File: config.mk
export PLATFORM = sky130hd
export DESIGN_NAME = weight_ram_loader
export DESIGN_NICKNAME = d
export VERILOG_FILES = /design/src/rtl/weight_ram_loader.sv
export SDC_FILE = /design/constraint.sdc
export NUM_CORES = 1
export LEC_CHECK = 0
export ABC_AREA = 1
export BUFFER_PORTS_ARGS = -buffer_cell sky130_fd_sc_hd__buf_2
export CORE_MARGIN = 3
export CORE_UTILIZATION = 35
export DETAILED_ROUTE_END_ITERATION = 6
export MAX_ROUTING_LAYER = met4
export SETUP_SLACK_MARGIN = 0.1
export SLEW_MARGIN = 10
export SYNTH_ARGS = -nofsm -noshare
export SYNTH_HDL_FRONTEND = slang
export SYNTH_SLANG_ARGS = --single-unit
File: constraint.sdc
create_clock -name clk -period 2.2 [get_ports clk]
set_clock_uncertainty 0.1 [all_clocks]
set_input_delay 0.44 -clock clk [delete_from_list [all_inputs] [get_ports clk]]
set_output_delay 0.44 -clock clk [all_outputs]
set_load 0.01 [all_outputs]
File: src/rtl/weight_ram_loader.sv
// Purpose : streams NUM_WEIGHTS weight bytes from a valid/ready source into the weight RAM,
//           with an optional trailing checksum byte that is compared against the running sum.
// Latency : a byte accepted on cycle t is written on cycle t+1 (one-cycle wr_en strobe).
// Backpressure: in_ready is decoded from the state register only (high in LOAD/CHECK);
//               it never depends on in_valid and drops in the cycle DONE is entered.
//
// Configuration macro: WRL_CHECKSUM_EN (undefined = no CHECK state, err tied to 0).
//
// Ports:
//   clk, rst_n          - clock, asynchronous active-low reset
//   start, abort        - begin a load (ignored while busy) / cancel an in-progress load
//   in_data/in_valid/in_ready - incoming weight byte stream
//   wr_en/wr_addr/wr_data     - weight RAM write port
//   busy, done, err     - status: loading, last load completed, checksum mismatch
module weight_ram_loader #(
    parameter int NUM_WEIGHTS = 320,
    parameter int ADDR_WIDTH  = 9,
    parameter int DATA_WIDTH  = 8
) (
    input  logic                  clk,
    input  logic                  rst_n,
    input  logic                  start,
    input  logic                  abort,
    input  logic [DATA_WIDTH-1:0] in_data,
    input  logic                  in_valid,
    output logic                  in_ready,
    output logic                  wr_en,
    output logic [ADDR_WIDTH-1:0] wr_addr,
    output logic [DATA_WIDTH-1:0] wr_data,
    output logic                  busy,
    output logic                  done,
    output logic                  err
);

    localparam logic [ADDR_WIDTH-1:0] LAST_ADDR = ADDR_WIDTH'(NUM_WEIGHTS - 1);

    typedef enum logic [1:0] {
        S_IDLE  = 2'd0,
        S_LOAD  = 2'd1,
`ifdef WRL_CHECKSUM_EN
        S_CHECK = 2'd2,
`endif
        S_DONE  = 2'd3
    } state_t;

    state_t                state, state_nxt;
    logic [ADDR_WIDTH-1:0] count;
    logic                  xfer;
    logic                  load_xfer;
    logic                  start_ok;

    assign xfer      = in_valid & in_ready;
    assign load_xfer = xfer & (state == S_LOAD);
    // start only counts when idle or done; while busy it is dropped, so abort wins a tie.
    assign start_ok  = start & ((state == S_IDLE) | (state == S_DONE));

    // State register
    always_ff @(posedge clk or negedge rst_n) begin
        if (!rst_n) state <= S_IDLE;
        else        state <= state_nxt;
    end

    // Next-state logic
    always_comb begin
        state_nxt = state;
        case (state)
            S_IDLE, S_DONE: begin
                if (start) state_nxt = S_LOAD;
            end
            S_LOAD: begin
                if (abort) begin
                    state_nxt = S_IDLE;
                end else if (load_xfer && (count == LAST_ADDR)) begin
`ifdef WRL_CHECKSUM_EN
                    state_nxt = S_CHECK;
`else
                    state_nxt = S_DONE;
`endif
                end
            end
`ifdef WRL_CHECKSUM_EN
            S_CHECK: begin
                if (abort)     state_nxt = S_IDLE;
                else if (xfer) state_nxt = S_DONE;
            end
`endif
            default: state_nxt = S_IDLE;
        endcase
    end

    // Outputs decoded from the state register alone
    always_comb begin
        in_ready = 1'b0;
        busy     = 1'b0;
        done     = 1'b0;
        case (state)
            S_LOAD: begin
                in_ready = 1'b1;
                busy     = 1'b1;
            end
`ifdef WRL_CHECKSUM_EN
            S_CHECK: begin
                in_ready = 1'b1;
                busy     = 1'b1;
            end
`endif
            S_DONE:  done = 1'b1;
            default: ;
        endcase
    end

    // Write port and address counter. A transfer coinciding with abort still gets its strobe.
    always_ff @(posedge clk or negedge rst_n) begin
        if (!rst_n) begin
            count   <= '0;
            wr_en   <= 1'b0;
            wr_addr <= '0;
            wr_data <= '0;
        end else begin
            wr_en <= load_xfer;
            if (load_xfer) begin
                wr_addr <= count;
                wr_data <= in_data;
            end
            if (start_ok)       count <= '0;
            else if (load_xfer) count <= count + 1'b1;
        end
    end

`ifdef WRL_CHECKSUM_EN
    logic [DATA_WIDTH-1:0] sum;
    logic                  err_q;

    // Sum wraps modulo 2**DATA_WIDTH by construction of its width.
    always_ff @(posedge clk or negedge rst_n) begin
        if (!rst_n) begin
            sum   <= '0;
            err_q <= 1'b0;
        end else begin
            if (start_ok)       sum <= '0;
            else if (load_xfer) sum <= sum + in_data;

            if (start_ok || (busy && abort))
                err_q <= 1'b0;
            else if ((state == S_CHECK) && xfer)
                err_q <= (in_data != sum);
        end
    end

    assign err = err_q;
`else
    assign err = 1'b0;
`endif

endmodule

==> reports/results.txt <==
most frequent standard cell in the layout excluding fill and tap cells - sky130_fd_sc_hd__nand2_1
count of nets left with antenna violations after detail routing - 0
H-tree levels - 2
TritonCTS clock tree - yes
Critical Path Most Common Cell - sky130_fd_sc_hd__nand2_1
antenna fix cells - 0
share of cells above drive strength 1 - 25.3%
half-perimeter wire length after placement - 1.99 mm
Critical-path top delay cell - sky130_fd_sc_hd__dfrtp_1
largest net degree at the start of global routing - 30
post-synthesis sequential element count - 29
Worst Setup Slack, final - 422 ps
dpl ws - 432 ps
number of antenna violations at the first check in global routing - 0
leading cell types in the layout, fill and taps excluded - sky130_fd_sc_hd__nand2_1 (62), sky130_fd_sc_hd__buf_2 (33), sky130_fd_sc_hd__dfrtp_1 (29)
Non-Filler Cell Area, Final - 1600 sq um
Slew HR - 57.1%
Avg WL per Cell - 11.6 microns
maximum clock insertion buffer count - 2
critical path class - flop to flop
wire length of the first global-routing pass - 4.73 mm
initial core utilization - 37.8%
ordered list of cells on the worst path - inv_1 > ha_1 > nand2_4 > inv_4 > nand2_2 > nor2_4 > nand2_1 > nand2_1 > nor2_1
number of instances resized during post-cts repair - 0
reg2reg start - state[1]$_DFFE_PN0P_
critical path data arrival time - 1850 ps
setup repair after global routing missed its margin - no
number of design-rule violations left by the first detailed-router iteration - 39
hold buffer count at cts - 0
post-place instance area - 1500 sq um
maximum capacitance violations - 0
peak fanout along the critical path - 28
IO buf count - 33
All-Layer GR Usage - 14.5%
remaining global-route overflow - 0
Final setup viols - 0
Root Buffer Master - sky130_fd_sc_hd__clkbuf_8
post-CTS repair timing setup buffer count - 0
result of the run - complete, no violations
f_max - 562 MHz
area growth from synthesis to layout - 22.2%
Finished Core Util - 46.2%
placeable core area - 3470 sq um
leakage component of the power - 0.904 nW
minimum clock period after layout - 1780 ps
path class of the lowest-slack min-delay path - primary input to asynchronous set/reset pin
detailed-route vias per instance - 4.47
endpoints failing hold - 0
slowest stage delay, CP - 410 ps
total nets after synthesis - 171
portion of the post-synthesis area used by sequential elements - 55.3%
average footprint of a synthesized cell - 8.51 sq um
count of boundary I/O pins - 35
Distinct cells, synth - 19
count of unresolved DRC violations after routing - 0
via count of the first global-routing pass - 1066
clock buffer count from CTS - 5
Vias - 1056
total power divided by cell area - 1110 nW/um^2
die width - 67.2 microns
number of sinks on the clock net - 29
cell count after synthesis - 154
Total Wirelength - 2.73 mm
global placer's final weighted congestion - 0.800
destination of the worst register-to-register timing path - count[5]$_DFFE_PN0P_
post-synthesis instance area - 1310 sq um
Chip Height - 67.2 microns
Die Outline Area - 4520 sq um
transition at the pin with the smallest max-transition slack - 644 ps
path depth of the worst reg2reg path - 9
fin. max-slew vios - 0
router iterations before antenna repair - 4
row cnt - 21
total number of nets in the final design - 206
required time reported for the critical path endpoint - 2270 ps
Worst-Skew Late Latency - 280 ps
final period utilization - 80.8%
worst supply voltage drop on vdd - 426 uV
category of the worst setup path launch point - flop
type of destination of the critical path - flop
clock-pin slew on the worst setup and hold paths - 60 ps
Yosys warning count - 0
final-layout setup total negative slack - 0 ps
worst reg2reg setup slack - 420 ps
==> report_power, final <==
group / switching (W) / leakage [nW] / internal, W / total, W
Combinational: 0.000342 / 0.467 / 0.000201 / 0.000544
Clock: 0.000194 / 0.0542 / 0.000282 / 0.000476
Sequential: 0.0000859 / 0.383 / 0.000672 / 0.000758
==> how the worst max path moves through the flow <==
stage / cells past startpoint / startpoint / end
finish: 9 / state[1]$_DFFE_PN0P_ / count[5]$_DFFE_PN0P_
global placement: 9 / state[1]$_DFFE_PN0P_ / count[5]$_DFFE_PN0P_
CTS: 9 / state[1]$_DFFE_PN0P_ / count[5]$_DFFE_PN0P_
global route: 9 / state[1]$_DFFE_PN0P_ / count[5]$_DFFE_PN0P_
floorplan: 9 / state[1]$_DFFE_PN0P_ / count[5]$_DFFE_PN0P_
detailed placement: 9 / state[1]$_DFFE_PN0P_ / count[5]$_DFFE_PN0P_
==> stage by stage <==
stage          power [W]  std cells  hold slack (ps)
6_report         0.00178        236             85.4
5_1_grt          0.00193        236              125
4_1_cts          0.00181        236              101
3_5_place_dp     0.00132        228              361
3_3_place_gp     0.00129        228              357
2_1_floorplan    0.00112        154             44.4
==> routing by layer <==
layer | track usage [%] | part of all wire [%]
met1 | 15.9 | 44
met2 | 24.3 | 48
met3 | 5.66 | 6.1
met4 | 4.56 | 1.8
met5 | - | 0
==> area by class of cell <==
cell class                      count  area (sq um)
Inverter                           13          51.3
Sequential cell                    29           726
Tap cell                           46          57.6
Timing Repair Buffer               33           165
Clock buffer                        7          96.3
Clock inverter                      1          5.00
Fill cell                         355          1870
Multi-Input combinational cell    107           502
==> critical path, delay by kind of cell (launching register included) <==
kind,cells,cell delay (ps)
AND/OR/NAND/NOR,6,580
buffers and inverters,2,310
flip-flops,1,410
adder cells (fa/ha/maj),1,260
==> Yosys cell counts <==
cell type                  number  area (sq um)
sky130_fd_sc_hd__nor2_4         2          22.5
sky130_fd_sc_hd__nand4_1        2          12.5
sky130_fd_sc_hd__conb_1         1          3.75
sky130_fd_sc_hd__a21oi_1        7          35.0
sky130_fd_sc_hd__dfrtp_1       29           726
sky130_fd_sc_hd__inv_1         12          45.0
sky130_fd_sc_hd__ha_1           4          50.1
sky130_fd_sc_hd__nor2_2         2          12.5
sky130_fd_sc_hd__nand2_2        1          6.26
sky130_fd_sc_hd__nand2_4        1          11.3
sky130_fd_sc_hd__nor2_1        10          37.5
sky130_fd_sc_hd__nand2_1       62           233
sky130_fd_sc_hd__a21boi_1       1          7.51
sky130_fd_sc_hd__o21ai_0        8          40.0
sky130_fd_sc_hd__inv_4          1          6.26
sky130_fd_sc_hd__buf_2          2          10.0
sky130_fd_sc_hd__nor3_1         1          5.00
sky130_fd_sc_hd__nand3_1        5          25.0
sky130_fd_sc_hd__buf_4          3          22.5
==> flip-flops by register name, summed over array words and instances (netlist names) <==
name     cells
count        9
wr_addr      9
wr_data      8
state        2
wr_en        1
==> cells by family after synthesis <==
kind of cell / count (synthesis) / share of synthesized area (%)
AND/OR/NAND/NOR: 86 / 27.9
other: 1 / 0.286
flip-flops: 29 / 55.3
adder cells (fa/ha/maj): 4 / 3.82
AO/OA/AOI/OAI: 16 / 6.30
buffers and inverters: 18 / 6.39
Power figures use the tool's default switching activity.
